File: src/rtl/mem_arbiter.sv
// mem_arbiter
// Two-requester (CPU and DMA) arbiter in front of a single fixed-latency
// memory port. Each access takes WAIT_CYCLES memory cycles with stable
// address/data, followed by a one-cycle ready pulse to the requester that
// owned it. Ties are broken round-robin, with the CPU winning the first
// tie after reset.
//
// Parameters
//   WAIT_CYCLES : memory access latency in cycles (1..15)
//   AW          : address width
// Ports
//   clk, reset                        : clock, synchronous active-high reset
//   cpu_req/we/addr/wdata             : CPU request, held until cpu_ready
//   cpu_rdata, cpu_ready, cpu_stall   : CPU read data, completion pulse, stall
//   dma_req/we/addr/wdata             : DMA request, held until dma_ready
//   dma_rdata, dma_ready              : DMA read data, completion pulse
//   mem_en/we/addr/wdata              : memory strobe, write enable, address, data
//   mem_rdata                         : memory read data (valid in last mem_en cycle)
module mem_arbiter #(
  parameter int WAIT_CYCLES = 2,
  parameter int AW          = 32
) (
  input  logic          clk,
  input  logic          reset,
  input  logic          cpu_req,
  input  logic          cpu_we,
  input  logic [AW-1:0] cpu_addr,
  input  logic [31:0]   cpu_wdata,
  output logic [31:0]   cpu_rdata,
  output logic          cpu_ready,
  output logic          cpu_stall,
  input  logic          dma_req,
  input  logic          dma_we,
  input  logic [AW-1:0] dma_addr,
  input  logic [31:0]   dma_wdata,
  output logic [31:0]   dma_rdata,
  output logic          dma_ready,
  output logic          mem_en,
  output logic          mem_we,
  output logic [AW-1:0] mem_addr,
  output logic [31:0]   mem_wdata,
  input  logic [31:0]   mem_rdata
);

  typedef enum logic [1:0] {
    IDLE = 2'd0,
    BUSY = 2'd1,
    RESP = 2'd2
  } state_t;

  // Grant encoding shared by grant_q and last_grant_q.
  localparam logic GRANT_CPU = 1'b0;
  localparam logic GRANT_DMA = 1'b1;

  // Counter is loaded with WAIT_CYCLES-1 so BUSY lasts exactly WAIT_CYCLES cycles.
  localparam logic [3:0] CNT_INIT = 4'(WAIT_CYCLES - 1);

  state_t          state_q,      state_d;
  logic [3:0]      cnt_q,        cnt_d;
  logic            grant_q,      grant_d;
  logic            last_grant_q, last_grant_d;
  logic            mem_en_q,     mem_en_d;
  logic            mem_we_q,     mem_we_d;
  logic [AW-1:0]   mem_addr_q,   mem_addr_d;
  logic [31:0]     mem_wdata_q,  mem_wdata_d;
  logic [31:0]     cpu_rdata_q,  cpu_rdata_d;
  logic [31:0]     dma_rdata_q,  dma_rdata_d;
  logic            cpu_ready_q,  cpu_ready_d;
  logic            dma_ready_q,  dma_ready_d;
  logic            pick_dma;

  // Arbitration choice: on a tie, grant whoever was not granted last.
  always_comb begin
    pick_dma = 1'b0;
    if (cpu_req && dma_req) begin
      pick_dma = ~last_grant_q;
    end else begin
      pick_dma = dma_req;
    end
  end

  // Next-state and next-output computation for the IDLE/BUSY/RESP sequence.
  always_comb begin
    state_d      = state_q;
    cnt_d        = cnt_q;
    grant_d      = grant_q;
    last_grant_d = last_grant_q;
    mem_en_d     = 1'b0;
    mem_we_d     = 1'b0;
    mem_addr_d   = mem_addr_q;
    mem_wdata_d  = mem_wdata_q;
    cpu_rdata_d  = cpu_rdata_q;
    dma_rdata_d  = dma_rdata_q;
    cpu_ready_d  = 1'b0;
    dma_ready_d  = 1'b0;

    case (state_q)
      IDLE: begin
        if (cpu_req || dma_req) begin
          grant_d      = pick_dma;
          last_grant_d = pick_dma;
          mem_en_d     = 1'b1;
          mem_we_d     = pick_dma ? dma_we    : cpu_we;
          mem_addr_d   = pick_dma ? dma_addr  : cpu_addr;
          mem_wdata_d  = pick_dma ? dma_wdata : cpu_wdata;
          cnt_d        = CNT_INIT;
          state_d      = BUSY;
        end else begin
          state_d = IDLE;
        end
      end

      BUSY: begin
        if (cnt_q != 4'd0) begin
          // Latched request stays on the bus; live requester inputs are ignored.
          cnt_d    = cnt_q - 4'd1;
          mem_en_d = 1'b1;
          mem_we_d = mem_we_q;
          state_d  = BUSY;
        end else begin
          // Last memory cycle: mem_rdata is valid now. mem_we_q still holds
          // the latched direction here.
          if (!mem_we_q) begin
            if (grant_q == GRANT_DMA) begin
              dma_rdata_d = mem_rdata;
            end else begin
              cpu_rdata_d = mem_rdata;
            end
          end else begin
            cpu_rdata_d = cpu_rdata_q;
            dma_rdata_d = dma_rdata_q;
          end
          cpu_ready_d = (grant_q == GRANT_CPU);
          dma_ready_d = (grant_q == GRANT_DMA);
          state_d     = RESP;
        end
      end

      RESP: begin
        state_d = IDLE;
      end

      default: begin
        state_d = IDLE;
      end
    endcase
  end

  // State and registered outputs; reset aborts any access in flight.
  always_ff @(posedge clk) begin
    if (reset) begin
      state_q      <= IDLE;
      cnt_q        <= 4'd0;
      grant_q      <= GRANT_CPU;
      last_grant_q <= GRANT_DMA;
      mem_en_q     <= 1'b0;
      mem_we_q     <= 1'b0;
      mem_addr_q   <= '0;
      mem_wdata_q  <= 32'd0;
      cpu_rdata_q  <= 32'd0;
      dma_rdata_q  <= 32'd0;
      cpu_ready_q  <= 1'b0;
      dma_ready_q  <= 1'b0;
    end else begin
      state_q      <= state_d;
      cnt_q        <= cnt_d;
      grant_q      <= grant_d;
      last_grant_q <= last_grant_d;
      mem_en_q     <= mem_en_d;
      mem_we_q     <= mem_we_d;
      mem_addr_q   <= mem_addr_d;
      mem_wdata_q  <= mem_wdata_d;
      cpu_rdata_q  <= cpu_rdata_d;
      dma_rdata_q  <= dma_rdata_d;
      cpu_ready_q  <= cpu_ready_d;
      dma_ready_q  <= dma_ready_d;
    end
  end

  assign mem_en    = mem_en_q;
  assign mem_we    = mem_we_q;
  assign mem_addr  = mem_addr_q;
  assign mem_wdata = mem_wdata_q;
  assign cpu_rdata = cpu_rdata_q;
  assign dma_rdata = dma_rdata_q;
  assign cpu_ready = cpu_ready_q;
  assign dma_ready = dma_ready_q;

  // The CPU is frozen for every cycle it requests without completing,
  // including while the DMA owns the memory.
  assign cpu_stall = cpu_req & ~cpu_ready_q;

endmodule

File: config.mk
export PLATFORM = sky130hd
export DESIGN_NAME = mem_arbiter
export DESIGN_NICKNAME = d
export VERILOG_FILES = /design/src/rtl/mem_arbiter.sv
export SDC_FILE = /design/constraint.sdc
export NUM_CORES = 1
export LEC_CHECK = 0
export ABC_CLOCK_PERIOD_IN_PS = 4900
export CAP_MARGIN = 20
export CORE_MARGIN = 3
export CORE_UTILIZATION = 43
export CTS_CLUSTER_DIAMETER = 60
export DETAILED_ROUTE_END_ITERATION = 12
export MAX_ROUTING_LAYER = met4
export PLACE_DENSITY = 0.95
export SETUP_SLACK_MARGIN = 0.15
export SKIP_LAST_GASP = 1
export SLEW_MARGIN = 20
export SYNTH_ARGS = -nofsm -noshare
export SYNTH_HDL_FRONTEND = slang
export SYNTH_SLANG_ARGS = --single-unit
File: constraint.sdc
create_clock -name clk -period 4.9 [get_ports clk]
set_input_delay 0.98 -clock clk [delete_from_list [all_inputs] [get_ports clk]]
set_output_delay 0.98 -clock clk [all_outputs]
set_load 0.1 [all_outputs]
==> run metrics, run 1 <==
post-synthesis cell type count 42; metal3 WL 1.215 mm; pre-CTS setup slack 1.626 ns; crit start category primary input; Max Clk Rate 326.5 MHz; Nets 1001; Crit. End Element output pin; CTS Buf Count 17; area delta synth->final 60.36%; biggest area consumer among synthesized cells dfxtp_1; syn_nets 727; number of placement rows 41; total track usage 26.57%; post-synthesis mux area share 16.46%; Setup Skew 0.005654 ns; clock sinks 139; CTS tree built; clk slew on worst S/H paths 0.05 ns; Crit path required time 3.92 ns; share of layout cells above drive strength 1 6.991%; Least-Margin Pin Slew 1.080 ns; post-synthesis cell count 560; main area contributors after synthesis dfxtp_1, mux2i_1, o2bb2ai_1; met1 wire length 7.788 mm; initial core utilization 45.17%; DP Wirelength 14.11 mm; Pwr Total 3.753 mW; I/O pin count 299; routed vias/inst 5.410; Final Hold Viols 0; maxcap violations 0; main combinational cell family by area after synthesis compound AO/OA/AOI/OAI gates; Post-CTS Resized 0; Die H 122.5 µm; Seq/Total Area, Yosys 47.65%; Total Wirelength 19.92 mm; ant diodes 0; yosys warns 0; WL met2 10.23 mm; crit path DAT 2.08 ns; wire per inst 19.61 µm; post-route core utilization 72.44%; XOR/XNOR Fraction of Synth Area 0%; peak supply drop 227.3 µV; Final min period 3.063 ns; fin crit share 62.51%; Rel. slew slack 27.80%; Synth Area in Adders 0.2143%; top-area cell type share of the netlist area 47.65%; simple-gate share of the synthesized area 11.98%; vias in the first global route 5585; endpoints failing setup 0; GPL Wtd Cong 0.8204; RSZ-0062 raised after global routing false; Post-CTS Setup Bufs 0; DRT iter0 DRCs 420; final setup TNS 0 ns; Compound-Gate Fraction of Synth Area 17.87%; DIE AREA 15010 µm²; status finished, final reports clean; Reg2Reg Depth 4; Leak 3.551 nW; core area 12930 µm²; H-Tree Depth 4; synthesized area per cell 10.43 µm²; initial antenna violation count 0; grt ovf 0; Hold WC Path Type flop to flop; Final Cell Area 9364 µm²; Vias 5497; cell chosen for the clock root clkbuf_16; Worst-Skew Late Latency 0.41 ns; top sig layer met4; Clock Path Buffers 2; pin count of the biggest net entering global routing 67; Final WS setup 1.837 ns; WS Path Type primary input to output pin; drt first pass iters 5; synthesized area 5839 µm²; first-pass GRT wire length 30.01 mm; Power Density 400.8 nW/µm²; DR DRC count 0; hold path cells 2; die span in x 122.5 µm; hold_buf cts 0; Slew Limit Fails 0; buffers added on ports 298; placed inst area 8840 µm²; flops & latches, synth 139; Routed Antenna Nets 0; Worst Path Max Fanout 6
-- through the flow --
step	hold slack [ns]	std cells
after floorplan	0.4657	560
after global placement	0.4436	987
after detailed placement	0.4476	987
after CTS	0.4571	1016
after global routing	0.4769	1016
final	0.4563	1016
-- area by class of cell --
type,instances,area [µm²]
multi-input cells,364,2746
repair buffers,308,3080
inverters,4,15.01
clock buffers,27,513.0
clock inverters,2,10.01
well taps,172,215.2
flip-flops and latches,139,2784
fillers,881,3563
-- worst paths after layout --
kind | slack (ns) | startpoint | endpoint
worst max register to register | 2.52 | state_q[1] | mem_addr[16]
worst min register to register | 0.46 | dma_rdata[25] | dma_rdata[25]
worst max-delay path | 1.84 | cpu_req | cpu_stall
worst min-delay path | 0.46 | dma_rdata[25] | dma_rdata[25]
-- critical path: stages --
cell and delay [ns]:
clkdlybuf4s50_1 0.61, nor2b_1 0.19, buf_4 0.30
-- where the power goes --
part	internal (mW)	switching, mW	leakage (nW)
sequential	1.23	0.0651	1.14
combinational	0.380	0.935	2.15
clock	0.704	0.443	0.259
total	2.31	1.44	3.55
-- logic make-up (layout without fill, tap and decap cells) --
family	after synthesis	in the layout
AOI/OAI and AO/OA	144	144
DFF	139	139
and+or+nand+nor	123	123
muxes	96	96
buffers and inverters	57	341
adders and majority gates	1	1
-- Yosys cell counts --
master and count:
o21ai_2 13, o32ai_1 1, a31oi_1 1, clkbuf_4 2
ha_1 1, a21boi_2 1, o221ai_1 2, o21ai_0 4
and2_1 2, nor4_1 1, nand4b_1 33, o2bb2ai_1 64
nand2_1 69, nor3_1 1, dlygate4sd1_1 1, a221o_1 1
nand2b_1 1, o22ai_1 1, o21a_1 1, buf_2 12
o21ai_1 17, clkbuf_2 1, mux2i_1 96, nand3_2 2
a2bb2oi_1 1, nor2_1 2, buf_6 8, nor3b_2 1
clkbuf_1 18, a21oi_1 36, nor3b_1 1, or4_1 1
or4b_4 1, or2_2 2, nor2b_1 3, a21boi_1 1
or3b_1 1, dfxtp_1 139, buf_4 10, buf_1 1
inv_1 4, or3_1 2
-- flip-flops by register name, indices dropped and copies added (netlist names), 2 cells and up --
register   count
cnt_q          4
cpu_rdata     32
dma_rdata     32
mem_addr      32
mem_wdata     32
state_q        2
-- layer usage --
metal	up-vias	GRT usage (%)
met1	2598	30.97
li1	2609	-
met4	0	11.48
met2	241	43.28
met5	-	-
met3	49	7.051
-- layout by cell type (no fill, tap or decap), types with 2 or more instances in the layout --
cell type	n
clkbuf_1	5
o21ai_2	13
and2_1	2
clkdlybuf4s50_1	297
buf_12	2
or3_1	2
nor2_1	2
o21ai_1	17
nor2b_1	3
o21ai_0	4
nand4b_1	33
nand2_1	69
or2_2	2
nand3_2	2
a21oi_1	35
clkinv_2	2
buf_4	9
o221ai_1	2
dfxtp_1	138
clkbuf_8	5
inv_1	3
clkbuf_16	17
mux2i_1	96
o2bb2ai_1	64
No activity file was read; power rests on OpenSTA's default activity.
==> run 2, diff against run 1 <==
- ABC_CLOCK_PERIOD_IN_PS: 4900 -> 2500
- CORE_UTILIZATION: 43 -> 36
- PLACE_DENSITY: 0.95 -> 0.88
- clock period: 4.9 -> 2.5 ns (I/O delays scaled with it)
==> run 2 against run 1 <==
  * Worst hold slack improved by 0.0032 ns
  * Sequential power grew 95%
  * Power is 100% higher
  * Final area is 1.1% lower
  * First-iteration DRC count is 16% lower
  * Global-route usage is 5.2 points lower
  * Routed wire length shrank 4.6%
  * Clock skew rose by 0.0021 ns
  * Highest routed layer unchanged
  * Sequential share of layout area increased by 0.32 points
  * Critical endpoint unchanged
  * Via count decreased by 0.65%
==> run metrics, run 2 (synthesis results as in run 1) <==
cell chosen for the clock root clkbuf_16; WS Path Type primary input to output pin; CTS Buf Count 17 (unchanged); clk slew on worst S/H paths 0.05 ns (about the same); area delta synth->final 58.58%; initial antenna violation count 0 (unchanged); DR DRC count 0 (unchanged); RSZ-0062 raised after global routing false; crit path DAT 1.55 ns (-0.53 ns); commonest non-fill, non-tap cells in the layout clkdlybuf4s50_1, buf_4, dfxtp_1; I/O pin count 299 (unchanged); Pwr Total 7.589 mW (+100%); Final WS setup 0.4486 ns (-1.388 ns); pre-CTS setup slack 0.3231 ns (-1.303 ns); status finished, final reports clean; Placed Cells 1035 (+4.9%); core area 15540 µm² (+20%); Crit path required time 2.00 ns (-1.92 ns); DP Wirelength 13.70 mm (-2.9%); Setup Skew 0.007771 ns (+0.002117 ns); Slowest cell on crit path clkdlybuf4s50_1; Hold WC Path Type flop to flop; first-pass GRT wire length 29.70 mm (-1.0%); Total Wirelength 19.00 mm (-4.6%); clock sinks 139 (unchanged); fin crit share 82.06%; Post-CTS Resized 0 (unchanged); peak supply drop 518.8 µV (+130%); worst hold path startpoint cpu_rdata[13]; Rel. slew slack 62.47% (+35 points); Least-Margin Pin Slew 0.5630 ns (-0.5166 ns); maxcap violations 0 (unchanged); routed vias/inst 5.128 (-5.2%); Leak 3.873 nW (+9.1%); Die H 133.4 µm (+8.8%); endpoints failing setup 0 (unchanged); initial core utilization 37.58% (-7.6 points); final setup TNS 0 ns (unchanged); ant diodes 0 (unchanged); critical-path cell list clkdlybuf4s50_1, nor2b_2, buf_12; Clock Path Buffers 2 (unchanged); CTS tree built; Nets 1010 (+0.90%); commonest non-fill, non-tap cell in the layout clkdlybuf4s50_1; DRT iter0 DRCs 352 (-16%); grt ovf 0 (unchanged); crit start category primary input; Worst Path Max Fanout 6 (unchanged); vias in the first global route 5582 (-0.054%); Critical Path Start cpu_req; R2R Path Start cnt_q[0]; number of placement rows 45 (+9.8%); Worst-Skew Late Latency 0.41 ns (about the same); Max Clk Rate 487.5 MHz; Final min period 2.051 ns; GPL Wtd Cong 0.8865 (+8.1%); Routed Antenna Nets 0 (unchanged); wire per inst 17.84 µm (-9.0%); DIE AREA 17780 µm² (+18%); die span in x 133.4 µm (+8.8%); Post-CTS Setup Bufs 0 (unchanged); Power Density 819.5 nW/µm² (+100%); Vias 5461 (-0.65%); FF-to-FF setup slack 0.75 ns (-1.77 ns); total track usage 21.39% (-5.2 points); share of layout cells above drive strength 1 23.89% (+17 points); hold_buf cts 0 (unchanged); Worst path max stage delay 0.62 ns (about the same); drt first pass iters 5 (unchanged); pin count of the biggest net entering global routing 56 (-16%); Crit. End Element output pin; buffers added on ports 298 (unchanged); H-Tree Depth 4 (unchanged); Final Hold Viols 0 (unchanged); Slew Limit Fails 0 (unchanged); Finished Layout Cells 1065 (+4.8%)
-- run 2: cell type report --
type | instances | area (µm²)
Tap cell | 211 | 264.0
Inverter | 4 | 15.01
Timing Repair Buffer | 317 | 2868
Multi-Input combinational cell | 364 | 2749
Fill cell | 1330 | 6280
Clock buffer | 19 | 432.9
Clock inverter | 11 | 148.9
Sequential cell | 139 | 2783
-- run 2: power by group --
group | switching, mW | internal (mW) | total, mW
sequential | 0.118 | 2.40 | 2.52
clock | 0.960 | 1.56 | 2.52
combinational | 1.83 | 0.718 | 2.55
total | 2.91 | 4.68 | 7.59
-- run 2: metal layers --
layer | GRT usage [%] | routed length (µm) | vias to the layer above
met4 | 9.257 | 629 | 0
met1 | 24.59 | 7762 | 2604
met2 | 35.41 | 9599 | 203
met3 | 5.476 | 1006 | 41
met5 | - | 0 | -
li1 | - | - | 2613
-- run 2: path summary, 6_finish.rpt --
path,depth (start not counted),endpoint
max,3,cpu_stall
min,2,cpu_rdata[13]
min reg2reg,2,cpu_rdata[13]
max reg2reg,6,dma_rdata[17]
-- run 2: per-stage QoR --
step           instance area (µm²)  hold slack [ns]  utilization, %
2_1_floorplan                 5842           0.4657               -
3_3_place_gp                  8678           0.4457           55.85
3_5_place_dp                  8678           0.4479           55.85
4_1_cts                       9260           0.4603           59.59
5_1_grt                       9260           0.4781           59.59
6_report                      9260           0.4595           59.59
-- run 2: worst max-delay path: cells and delay by family --
| kind | cells | cell delay [ns] |
|---|---|---|
| simple gates | 1 | 0.24 |
| buf+inv | 2 | 0.81 |
==> run 3, diff against run 2 <==
- ABC_CLOCK_PERIOD_IN_PS: 2500 -> 1900
- CORE_UTILIZATION: 36 -> 40
- PLACE_DENSITY: 0.88 -> 0.92
- clock period: 2.5 -> 1.9 ns (I/O delays scaled with it)
==> run 3 against run 2 <==
  * Clock skew up 0.0012 ns
  * Via count up 0.71%
  * Clock power up 34%
  * Sequential power rose by 32%
  * Die area fell by 9.6%
  * Utilization increased by 7.5 points
  * Combinational power grew 35%
  * Count of clock-buffer cells in the layout is 2 higher
  * Critical endpoint is now cpu_rdata[0]
==> run metrics, run 3 (synthesis results as in run 1) <==
status finished, final reports clean; total track usage 23.48% (+2.1 points); share of layout cells above drive strength 1 25.23% (+1.3 points); DIE AREA 16080 µm² (-9.6%); maxcap violations 0 (unchanged); commonest non-fill, non-tap cell in the layout clkdlybuf4s50_1; Sw Pwr 3.836 mW (+32%); pre-CTS setup slack -0.07394 ns (-0.3970 ns); hold endpoint cnt_q[3]; Crit. End Element flop; buffers added on ports 298 (unchanged); hold path cells 3 (+1); DR DRC count 0 (unchanged); Vias 5500 (+0.71%); pin count of the biggest net entering global routing 67 (+20%); area delta synth->final 61.95%; FF-to-FF setup slack 0.26 ns (-0.49 ns); crit path DAT 1.92 ns (+0.37 ns); initial core utilization 41.43% (+3.8 points); worst hold path startpoint reset; die span in x 126.8 µm (-4.9%); initial antenna violation count 0 (unchanged); Final min period 1.644 ns; ant diodes 0 (unchanged); clock network fraction of design power 33.4% (+0.2 points); crit start category flop; wire per inst 18.30 µm (+2.6%); endpoints failing setup 0 (unchanged); Slew Limit Fails 0 (unchanged); CTS tree built; Fill cells 1058 (-20%); Rel. slew slack 66.86% (+4.4 points); grt ovf 0 (unchanged); Power Density 1072 nW/µm² (+31%); Worst-Skew Late Latency 0.41 ns (about the same); first-pass GRT wire length 29.41 mm (-0.98%); Reg2Reg Depth 3 (-3); Logic pwr share 33.8% (+0.2 points); Final Hold Viols 0 (unchanged); Least-Margin Pin Slew 0.4952 ns (-0.06780 ns); Max Clk Rate 608.2 MHz; r2r endpoint cpu_rdata[0]; clock sinks 139 (unchanged); Total Wirelength 19.10 mm (+0.55%); Routed Antenna Nets 0 (unchanged); WS Path Type flop to flop; CTS Buf Count 17 (unchanged); Clock Path Buffers 2 (unchanged); fin crit share 86.54%; DP Wirelength 13.81 mm (+0.76%); Final WS setup 0.2558 ns (-0.1927 ns); Internal Dissipation 6.300 mW (+35%); post-route core utilization 67.09% (+7.5 points); Leak 3.969 nW (+2.5%); Hold WC Path Type primary input to flop; I/O pin count 299 (unchanged); commonest non-fill, non-tap cells in the layout clkdlybuf4s50_1, buf_4, dfxtp_1; Worst Path Max Fanout 32 (+26); switching power share of the total 37.84% (-0.55 points); Die H 126.8 µm (-4.9%); number of placement rows 43 (-4.4%); peak supply drop 683.8 µV (+32%); routed vias/inst 5.268 (+2.7%); Crit path required time 2.17 ns (+0.17 ns); GPL Wtd Cong 0.9361 (+5.6%); drt first pass iters 5 (unchanged); DRT iter0 DRCs 336 (-4.5%); Nets 1018 (+0.79%); cell chosen for the clock root clkbuf_16; R2R Path Start mem_we; H-Tree Depth 4 (unchanged); Critical Path Start mem_we; vias in the first global route 5519 (-1.1%); Seq pwr share 32.8% (-0.4 points); RSZ-0062 raised after global routing false; Setup Skew 0.008930 ns (+0.001159 ns); clk slew on worst S/H paths 0.06 ns (about the same); core area 14100 µm² (-9.3%)
==> run 3: cell types whose count changed in the layout (fill, tap and decap cells not counted), moves of 2 or more <==
cell      change
buf_12       +11
dfxtp_2       +2
buf_4         -5
clkbuf_8      +2
buf_6         +2
clkinv_4      -2
dfxtp_1       -2
==> run 3: power by group through the flow <==
stage | clock network [mW] | registers (mW) | logic [mW]
detailed placement | 0 | 3.37 | 3.42
global placement | 0 | 3.37 | 3.38
finish | 3.38 | 3.32 | 3.43
CTS | 3.42 | 3.32 | 3.42
global route | 3.55 | 3.35 | 3.55
floorplan | 0 | 4.97 | 0.788
==> run 3: per-layer routing <==
layer	vias to the layer above	global-route usage, %	wire [µm]
met5	-	-	0
met2	208	39.17	9774
met3	38	5.558	986
li1	2634	-	-
met4	0	9.211	597
met1	2620	27.35	7745
==> run 3: worst max path at each step <==
stage	to	cells past startpoint
final	cpu_rdata[0]	3
after global routing	cpu_rdata[0]	6
after CTS	cpu_rdata[0]	6
after detailed placement	mem_addr[5]	7
after global placement	mem_wdata[30]	7
after floorplan	cpu_rdata[21]	4
==> run 3: through the flow <==
| step | cells | setup TNS [ns] | cell area (µm²) | total power [mW] | hold slack, ns |
|---|---|---|---|---|---|
| 2_1_floorplan | 560 | 0 | 5849 | 5.758 | 0.4657 |
| 3_3_place_gp | 1012 | 0 | 8840 | 6.751 | 0.4453 |
| 3_5_place_dp | 1012 | -1.179 | 8840 | 6.787 | 0.4474 |
| 4_1_cts | 1044 | 0 | 9444 | 10.17 | 0.3341 |
| 5_1_grt | 1044 | 0 | 9457 | 10.45 | 0.3425 |
| 6_report | 1044 | 0 | 9457 | 10.14 | 0.3523 |
==> run 3: area by class of cell <==
cell class / count / area, µm² / share of cell area (%)
tap: 180 / 225.2 / 2.382
clock buffer: 21 / 460.4 / 4.869
sequential: 139 / 2785 / 29.45
inverter: 4 / 15.01 / 0.1588
clock inverter: 11 / 143.9 / 1.522
multi-input combinational: 364 / 2759 / 29.17
timing repair buffer: 325 / 3068 / 32.44
==> run 3: critical path, cell delays in order (launching register included) <==
cell     delay (ns)
dfxtp_2        0.36
or4b_4         0.78
o21ai_0        0.27
a21oi_1        0.08
==> run 3: what timing repair did <==
item | CTS | global route
setup endpoints to repair | 0 | 6
hold buffers | 0 | 0
gates resized for setup | 0 | 3
setup buffers | 0 | 0
hold endpoints to repair | 0 | 0
